### src/rtl/bpm_link_arb_pkg.sv
// rtl/bpm_link_arb_pkg.sv - shared constants, output-stage states and grant helper for bpm_link_arbiter
package bpm_link_arb_pkg;

  localparam int DEFAULT_DATA_WIDTH = 112;
  localparam int DEFAULT_FIFO_DEPTH = 16;

  localparam logic SRC_CCW = 1'b0;
  localparam logic SRC_CW  = 1'b1;

  typedef enum logic {
    OUT_EMPTY = 1'b0,
    OUT_FULL  = 1'b1
  } outState_t;

  // With both links backlogged the source that did not win last time gets the slot.
  function automatic logic pickSource(input logic ccwReady, input logic cwReady,
                                      input logic lastGrant);
    if (ccwReady && cwReady) begin
      return ~lastGrant;
    end else if (cwReady) begin
      return SRC_CW;
    end else begin
      return SRC_CCW;
    end
  endfunction

endpackage

### src/rtl/bpm_link_arbiter_if.sv
// rtl/bpm_link_arbiter_if.sv - link record inputs and merged stream output of bpm_link_arbiter
interface bpm_link_arbiter_if
  import bpm_link_arb_pkg::*;
#(
  parameter int DATA_WIDTH = DEFAULT_DATA_WIDTH
) ();

  logic                  ccwStrobe;
  logic [DATA_WIDTH-1:0] ccwData;
  logic                  cwStrobe;
  logic [DATA_WIDTH-1:0] cwData;
  logic [DATA_WIDTH-1:0] mergedTDATA;
  logic                  mergedTUSER;
  logic                  mergedTVALID;
  logic                  mergedTREADY;

  modport master (
    output ccwStrobe, ccwData, cwStrobe, cwData, mergedTREADY,
    input  mergedTDATA, mergedTUSER, mergedTVALID
  );

  modport slave (
    input  ccwStrobe, ccwData, cwStrobe, cwData, mergedTREADY,
    output mergedTDATA, mergedTUSER, mergedTVALID
  );

endinterface

### src/rtl/bpm_link_fifo.sv
// rtl/bpm_link_fifo.sv - per-link synchronous FIFO with flush and registered occupancy level
module bpm_link_fifo #(
  parameter int DATA_WIDTH  = 112,
  parameter int FIFO_DEPTH  = 16,
  parameter int LEVEL_WIDTH = $clog2(FIFO_DEPTH + 1)
) (
  input  logic                   clk,
  input  logic                   rstN,
  input  logic                   flush,
  input  logic                   wrEn,
  input  logic [DATA_WIDTH-1:0]  wrData,
  input  logic                   rdEn,
  output logic [DATA_WIDTH-1:0]  rdData,
  output logic [LEVEL_WIDTH-1:0] level,
  output logic                   full,
  output logic                   empty
);

  localparam int PTR_WIDTH = $clog2(FIFO_DEPTH);

  logic [DATA_WIDTH-1:0] mem [FIFO_DEPTH];
  logic [PTR_WIDTH-1:0]  wrPtr;
  logic [PTR_WIDTH-1:0]  rdPtr;
  logic                  doWrite;
  logic                  doRead;

  // Full is judged on the registered level, so a read in the same cycle never frees a slot early.
  assign full    = (level == LEVEL_WIDTH'(FIFO_DEPTH));
  assign empty   = (level == '0);
  assign doWrite = wrEn && !full && !flush;
  assign doRead  = rdEn && !empty && !flush;
  assign rdData  = mem[rdPtr];

  always_ff @(posedge clk) begin
    if (doWrite) begin
      mem[wrPtr] <= wrData;
    end
  end

  always_ff @(posedge clk or negedge rstN) begin
    if (!rstN) begin
      wrPtr <= '0;
      rdPtr <= '0;
      level <= '0;
    end else if (flush) begin
      wrPtr <= '0;
      rdPtr <= '0;
      level <= '0;
    end else begin
      if (doWrite) begin
        wrPtr <= wrPtr + 1'b1;
      end
      if (doRead) begin
        rdPtr <= rdPtr + 1'b1;
      end
      if (doWrite && !doRead) begin
        level <= level + 1'b1;
      end else if (doRead && !doWrite) begin
        level <= level - 1'b1;
      end
    end
  end

endmodule

### src/rtl/bpm_link_arbiter.sv
// rtl/bpm_link_arbiter.sv - round-robin merge of CCW/CW BPM link records into one valid/ready stream
// Optional saturating drop counters are built when BPM_ARB_STATS_EN is defined.
module bpm_link_arbiter
  import bpm_link_arb_pkg::*;
#(
  parameter int DATA_WIDTH  = DEFAULT_DATA_WIDTH,
  parameter int FIFO_DEPTH  = DEFAULT_FIFO_DEPTH,
  parameter int LEVEL_WIDTH = $clog2(FIFO_DEPTH + 1)
`ifdef BPM_ARB_STATS_EN
  ,
  parameter int STAT_WIDTH  = 16
`endif
) (
  input  logic                   auroraUserClk,
  input  logic                   auroraResetN,
  input  logic                   flush,
  bpm_link_arbiter_if.slave      link,
  output logic [LEVEL_WIDTH-1:0] ccwLevel,
  output logic [LEVEL_WIDTH-1:0] cwLevel,
  output logic                   ccwOverflow,
  output logic                   cwOverflow
`ifdef BPM_ARB_STATS_EN
  ,
  output logic [STAT_WIDTH-1:0]  ccwDropCount,
  output logic [STAT_WIDTH-1:0]  cwDropCount
`endif
);

  logic                  ccwFull;
  logic                  cwFull;
  logic                  ccwEmpty;
  logic                  cwEmpty;
  logic [DATA_WIDTH-1:0] ccwRdData;
  logic [DATA_WIDTH-1:0] cwRdData;
  logic                  ccwDrop;
  logic                  cwDrop;
  logic                  pop;
  logic                  popSrc;
  logic                  ccwPop;
  logic                  cwPop;
  logic                  lastGrant;
  outState_t             outState;
  logic [DATA_WIDTH-1:0] holdData;
  logic                  holdUser;

  assign ccwDrop = link.ccwStrobe && ccwFull && !flush;
  assign cwDrop  = link.cwStrobe && cwFull && !flush;

  // Refill the holding register when it is empty or is being handed over this cycle.
  assign popSrc = pickSource(!ccwEmpty, !cwEmpty, lastGrant);
  assign pop    = !flush && (!ccwEmpty || !cwEmpty) &&
                  ((outState == OUT_EMPTY) || link.mergedTREADY);
  assign ccwPop = pop && (popSrc == SRC_CCW);
  assign cwPop  = pop && (popSrc == SRC_CW);

  bpm_link_fifo #(
    .DATA_WIDTH (DATA_WIDTH),
    .FIFO_DEPTH (FIFO_DEPTH),
    .LEVEL_WIDTH(LEVEL_WIDTH)
  ) ccwFifo (
    .clk   (auroraUserClk),
    .rstN  (auroraResetN),
    .flush (flush),
    .wrEn  (link.ccwStrobe),
    .wrData(link.ccwData),
    .rdEn  (ccwPop),
    .rdData(ccwRdData),
    .level (ccwLevel),
    .full  (ccwFull),
    .empty (ccwEmpty)
  );

  bpm_link_fifo #(
    .DATA_WIDTH (DATA_WIDTH),
    .FIFO_DEPTH (FIFO_DEPTH),
    .LEVEL_WIDTH(LEVEL_WIDTH)
  ) cwFifo (
    .clk   (auroraUserClk),
    .rstN  (auroraResetN),
    .flush (flush),
    .wrEn  (link.cwStrobe),
    .wrData(link.cwData),
    .rdEn  (cwPop),
    .rdData(cwRdData),
    .level (cwLevel),
    .full  (cwFull),
    .empty (cwEmpty)
  );

  always_ff @(posedge auroraUserClk or negedge auroraResetN) begin
    if (!auroraResetN) begin
      outState  <= OUT_EMPTY;
      lastGrant <= SRC_CW;
      holdData  <= '0;
      holdUser  <= SRC_CCW;
    end else if (flush) begin
      outState  <= OUT_EMPTY;
      lastGrant <= SRC_CW;
    end else begin
      if (pop) begin
        holdData  <= (popSrc == SRC_CW) ? cwRdData : ccwRdData;
        holdUser  <= popSrc;
        lastGrant <= popSrc;
        outState  <= OUT_FULL;
      end else if ((outState == OUT_FULL) && link.mergedTREADY) begin
        outState <= OUT_EMPTY;
      end
    end
  end

  assign link.mergedTVALID = (outState == OUT_FULL);
  assign link.mergedTDATA  = holdData;
  assign link.mergedTUSER  = holdUser;

  always_ff @(posedge auroraUserClk or negedge auroraResetN) begin
    if (!auroraResetN) begin
      ccwOverflow <= 1'b0;
      cwOverflow  <= 1'b0;
    end else if (flush) begin
      ccwOverflow <= 1'b0;
      cwOverflow  <= 1'b0;
    end else begin
      if (ccwDrop) begin
        ccwOverflow <= 1'b1;
      end
      if (cwDrop) begin
        cwOverflow <= 1'b1;
      end
    end
  end

`ifdef BPM_ARB_STATS_EN
  // Session flush leaves these alone; only reset clears the lifetime counts.
  always_ff @(posedge auroraUserClk or negedge auroraResetN) begin
    if (!auroraResetN) begin
      ccwDropCount <= '0;
      cwDropCount  <= '0;
    end else begin
      if (ccwDrop && (ccwDropCount != '1)) begin
        ccwDropCount <= ccwDropCount + 1'b1;
      end
      if (cwDrop && (cwDropCount != '1)) begin
        cwDropCount <= cwDropCount + 1'b1;
      end
    end
  end
`endif

endmodule

### src/flat_wrapper.sv
// flat-port wrapper written by rule: the top's interface ports become plain ports
module bpm_link_arbiter_flat import bpm_link_arb_pkg::*;
#(
  parameter int DATA_WIDTH  = DEFAULT_DATA_WIDTH,
  parameter int FIFO_DEPTH  = DEFAULT_FIFO_DEPTH,
  parameter int LEVEL_WIDTH = $clog2(FIFO_DEPTH + 1)

)
  (auroraUserClk, auroraResetN, flush, ccwLevel, cwLevel, ccwOverflow, cwOverflow, link_ccwStrobe, link_ccwData, link_cwStrobe, link_cwData, link_mergedTREADY, link_mergedTDATA, link_mergedTUSER, link_mergedTVALID);
  bpm_link_arbiter_if #(.DATA_WIDTH(DATA_WIDTH)) link_i ();
  input  logic auroraUserClk;
  input  logic auroraResetN;
  input  logic flush;
  output logic [LEVEL_WIDTH-1:0] ccwLevel;
  output logic [LEVEL_WIDTH-1:0] cwLevel;
  output logic ccwOverflow;
  output logic cwOverflow;
  input wire logic [$bits(link_i.ccwStrobe)-1:0] link_ccwStrobe;
  input wire logic [$bits(link_i.ccwData)-1:0] link_ccwData;
  input wire logic [$bits(link_i.cwStrobe)-1:0] link_cwStrobe;
  input wire logic [$bits(link_i.cwData)-1:0] link_cwData;
  input wire logic [$bits(link_i.mergedTREADY)-1:0] link_mergedTREADY;
  output wire logic [$bits(link_i.mergedTDATA)-1:0] link_mergedTDATA;
  output wire logic [$bits(link_i.mergedTUSER)-1:0] link_mergedTUSER;
  output wire logic [$bits(link_i.mergedTVALID)-1:0] link_mergedTVALID;
  assign link_i.ccwStrobe = link_ccwStrobe;
  assign link_i.ccwData = link_ccwData;
  assign link_i.cwStrobe = link_cwStrobe;
  assign link_i.cwData = link_cwData;
  assign link_i.mergedTREADY = link_mergedTREADY;
  assign link_mergedTDATA = link_i.mergedTDATA;
  assign link_mergedTUSER = link_i.mergedTUSER;
  assign link_mergedTVALID = link_i.mergedTVALID;
  bpm_link_arbiter #(.DATA_WIDTH(DATA_WIDTH), .FIFO_DEPTH(FIFO_DEPTH), .LEVEL_WIDTH(LEVEL_WIDTH)) u_core (.auroraUserClk(auroraUserClk), .auroraResetN(auroraResetN), .flush(flush), .link(link_i), .ccwLevel(ccwLevel), .cwLevel(cwLevel), .ccwOverflow(ccwOverflow), .cwOverflow(cwOverflow));
endmodule
### config.mk
export PLATFORM = sky130hd
export DESIGN_NAME = bpm_link_arbiter_flat
export DESIGN_NICKNAME = d
export VERILOG_FILES = /design/src/rtl/bpm_link_arb_pkg.sv /design/src/rtl/bpm_link_arbiter_if.sv /design/src/rtl/bpm_link_fifo.sv /design/src/rtl/bpm_link_arbiter.sv /design/src/flat_wrapper.sv
export SDC_FILE = /design/constraint.sdc
export NUM_CORES = 2
export LEC_CHECK = 0
export BUFFER_PORTS_ARGS = -buffer_cell sky130_fd_sc_hd__clkbuf_2
export CAP_MARGIN = 20
export CORE_MARGIN = 1
export CORE_UTILIZATION = 25
export DETAILED_ROUTE_END_ITERATION = 10
export GPL_ROUTABILITY_DRIVEN = 0
export GPL_TIMING_DRIVEN = 1
export RECOVER_POWER = 25
export SLEW_MARGIN = 0
export SYNTH_ARGS = -nofsm -noshare
export SYNTH_HDL_FRONTEND = slang
export SYNTH_HIERARCHICAL = 1
export SYNTH_SLANG_ARGS = --single-unit
### constraint.sdc
create_clock -name auroraUserClk -period 7.8 [get_ports auroraUserClk]
set_input_delay 1.95 -clock auroraUserClk [delete_from_list [all_inputs] [get_ports auroraUserClk]]
set_output_delay 1.95 -clock auroraUserClk [all_outputs]
set_load 0.05 [all_outputs]
==> results.md <==
* Number of port buffers at 355
* Actual slew at the worst max-slew pin at 3140 ps
* Max Clk Rate at 231 MHz
* Synth area leaders: edfxtp_1, mux4_2, dfrtp_1
* Seq/Total Area, Yosys at 78.4%
* Number of synthesized register bits at 3,727
* Clk Latency, worst-skew pair at 920 ps
* TritonCTS Buffers at 336
* Final hold vios at 0
* WL met2 at 184,000 microns
* Post-DRT Antenna Nets at 0
* GRT Util Overall at 12.9%
* Dpl hpwl at 225,000 microns
* Failing checks: max-capacitance violations, max-slew violations
* Worst clock skew at 58.7 ps
* Die Width at 755 microns
* Hold WC Path Type: flip-flop to flip-flop
* Syn avg cell area at 24.8 sq um
* Chip height at 755 microns
* Die area at 570,000 sq um
* Power Total at 48.7 mW
* EDFF count, synth at 3,584
* Final setup violation count at 0
* Resize count post-CTS at 0
* Row cnt at 276
* Crit. End Element: flip-flop
* Tmin final at 4320 ps
* Crit path max-delay family: compound AO/OA/AOI/OAI gates
* Area grow syn2layout at 15.7%
* Post-CTS repair timing setup buffer count at 0
* Count of unique library cells instantiated by Yosys at 46
* Synthesized net count at 5,969
* Pins Over Slew Limit at 39
* Most used cell along the critical path: a21oi_1
* Hold Path Cell Cnt at 1
* Worst Setup Start Kind: flip-flop
* Core area at 565,000 sq um
* Reg2reg setup slack at 3480 ps
* Vias at 64,500
* Highest metal used: met5
* # H-tree levels at 5
* Worst EP arrival at 5080 ps
* # hold bufs at CTS at 0
* Share of cells above drive strength 1 at 31.0%
* Most frequent cell after synthesis: edfxtp_1
* CTS tree: yes
* Yosys top cell by area: edfxtp_1
* Power Density at 297 nW/um^2
* Met3 WL at 30,000 microns
* Top-Level Pins at 356
* Ys async rst share at 3.84%
* WL/cell at 27.0 microns
* Largest net degree at the start of global routing at 143
* YS warnings at 6
* Mapped Area at 142,000 sq um
* Lkg Pwr at 48.6 nW
* GRT overflow at 0
* Dominant synthesized flop cell: edfxtp_1
* Status: finished with violations
* RSZ-0062 raised after global routing: false
* Nets at 6,457
* Initial core utilization at 25.1%
* Synthesized instance count at 5,719
* Max-cap viol count at 1
* R2R depth at 11
* Yosys top cell area share at 75.9%
* First-pass GRT wire length at 528,000 microns
* Routed WL at 378,000 microns
* Vias per cell at 4.60
* TNS Setup at 0 ps
* WL met1 at 151,000 microns
* Max incr delay on CP at 740 ps
* Clock Tree Root: clkbuf_16
* CTS sink count at 3,727
* WP buf/inv at 1
* Worst Setup Path Type: flip-flop to flip-flop
* Clk pin slew, worst setup/hold paths at 60 ps
* Post-synth top cells: edfxtp_1, mux4_2, clkbuf_1
* Required time of the critical path at 8560 ps
* First-pass DRT Iterations at 5
* # DRC at 0
* Initial drt markers at 6,088
* Max clock buf depth at 4
* CP max FO at 9
* Vias in the first global route at 66,000
* Slew Limit Headroom at -110%
* Initial antenna violation count at 168
* Levels on crit path at 11
* Cells along the critical path: or4_1, nor2_1, inv_2, a2111oi_4, o41ai_1, nand3b_1, ha_1, a21oi_1, a21oi_1, a311o_1, a31oi_1
* Fin crit share at 55.4%
* Max rail drop VDD at 0.258 mV
* CP max-delay cell: or4_1
==> layout make-up <==
| class | count | area [sq um] |
|---|---|---|
| Sequential cell | 3727 | 111000 |
| Clock buffer | 427 | 9130 |
| Inverter | 122 | 463 |
| Antenna cell | 34 | 85.1 |
| Timing Repair Buffer | 476 | 3110 |
| Fill cell | 54400 | 401000 |
| Clock inverter | 180 | 1980 |
| Tap cell | 7506 | 9390 |
| Multi-Input combinational cell | 1544 | 28700 |
==> sequential cells by signal (all words and copies together), names as in the netlist <==
name,flops
u_core/lastGrant,1
u_core/ccwOverflow,1
u_core/link.mergedTDATA,112
u_core/cwFifo/mem,1792
u_core/cwFifo/wrPtr,4
u_core/cwOverflow,1
u_core/ccwFifo/level,5
u_core/ccwFifo/rdPtr,4
u_core/cwFifo/level,5
u_core/ccwFifo/mem,1792
u_core/ccwFifo/wrPtr,4
u_core/cwFifo/rdPtr,4
u_core/link.mergedTVALID,1
u_core/link.mergedTUSER,1
==> through the flow <==
| step | utilization, % | worst slack, ps | hold slack (ps) | instances | cell area, sq um |
|---|---|---|---|---|---|
| 6_report | 29.0 | 3480 | 486 | 14000 | 164000 |
| 5_1_grt | 29.0 | 3310 | 513 | 14000 | 164000 |
| 4_1_cts | 29.1 | 3580 | 489 | 14000 | 164000 |
| 3_5_place_dp | 27.1 | 2650 | 475 | 13400 | 153000 |
| 3_3_place_gp | 27.1 | 2700 | 470 | 13400 | 153000 |
| 2_1_floorplan | - | -284 | 552 | 5719 | 142000 |
==> path summary, 6_finish.rpt <==
kind                                          endpoint                     from
max                             u_core/cwFifo/level[4]  u_core/ccwFifo/level[1]
min                            u_core/link.mergedTUSER  u_core/link.mergedTUSER
max reg2reg                     u_core/cwFifo/level[4]  u_core/ccwFifo/level[1]
min reg2reg                    u_core/link.mergedTUSER  u_core/link.mergedTUSER
max in group asynchronous       u_core/cwFifo/rdPtr[2]             auroraResetN
min in group asynchronous  u_core/link.mergedTDATA[24]             auroraResetN
==> routing by layer <==
metal | vias to the layer above | track usage (%)
met3 | 656 | 3.52
met1 | 35500 | 16.3
li1 | 25800 | -
met5 | - | 0
met4 | 56 | 4.19
met2 | 2482 | 21.4
==> cell families (layout without fill, tap and decap cells) <==
logic type               Yosys count  after routing  share of synthesized area (%)
other                              0             34                              0
AND/OR/NAND/NOR                  110            110                          0.364
AO/OA/AOI/OAI                    268            268                           1.52
adder cells (fa/ha/maj)           20             20                          0.187
multiplexers                    1132           1132                           17.9
XOR/XNOR                          14             14                         0.0865
buffers and inverters            448           1205                           1.53
flip-flops                      3727           3727                           78.4
==> power breakdown <==
group / internal (mW) / switching, mW
clock: 9.56 / 7.29
sequential: 22.5 / 0.643
combinational: 3.55 / 5.13
==> cell usage in the layout, fill, tap and decap left out, drive strengths merged, types with 3 or more instances in the layout <==
cell,count
clkinv,109
xnor2,4
clkinvlp,18
nand3b,4
nor4,3
diode,34
o21ai,4
dfrtp,142
mux2,6
buf,121
mux4,1120
a221o,112
a21o,3
a31oi,115
bufinv,37
clkbuf,782
nor2,63
nand2,11
nor2b,3
o211ai,8
xor2,10
a21oi,12
a21boi,6
and3,4
nand3,11
ha,18
edfxtp,3584
mux2i,6
nand2b,3
inv,138
(Power assumes the default switching activity.)
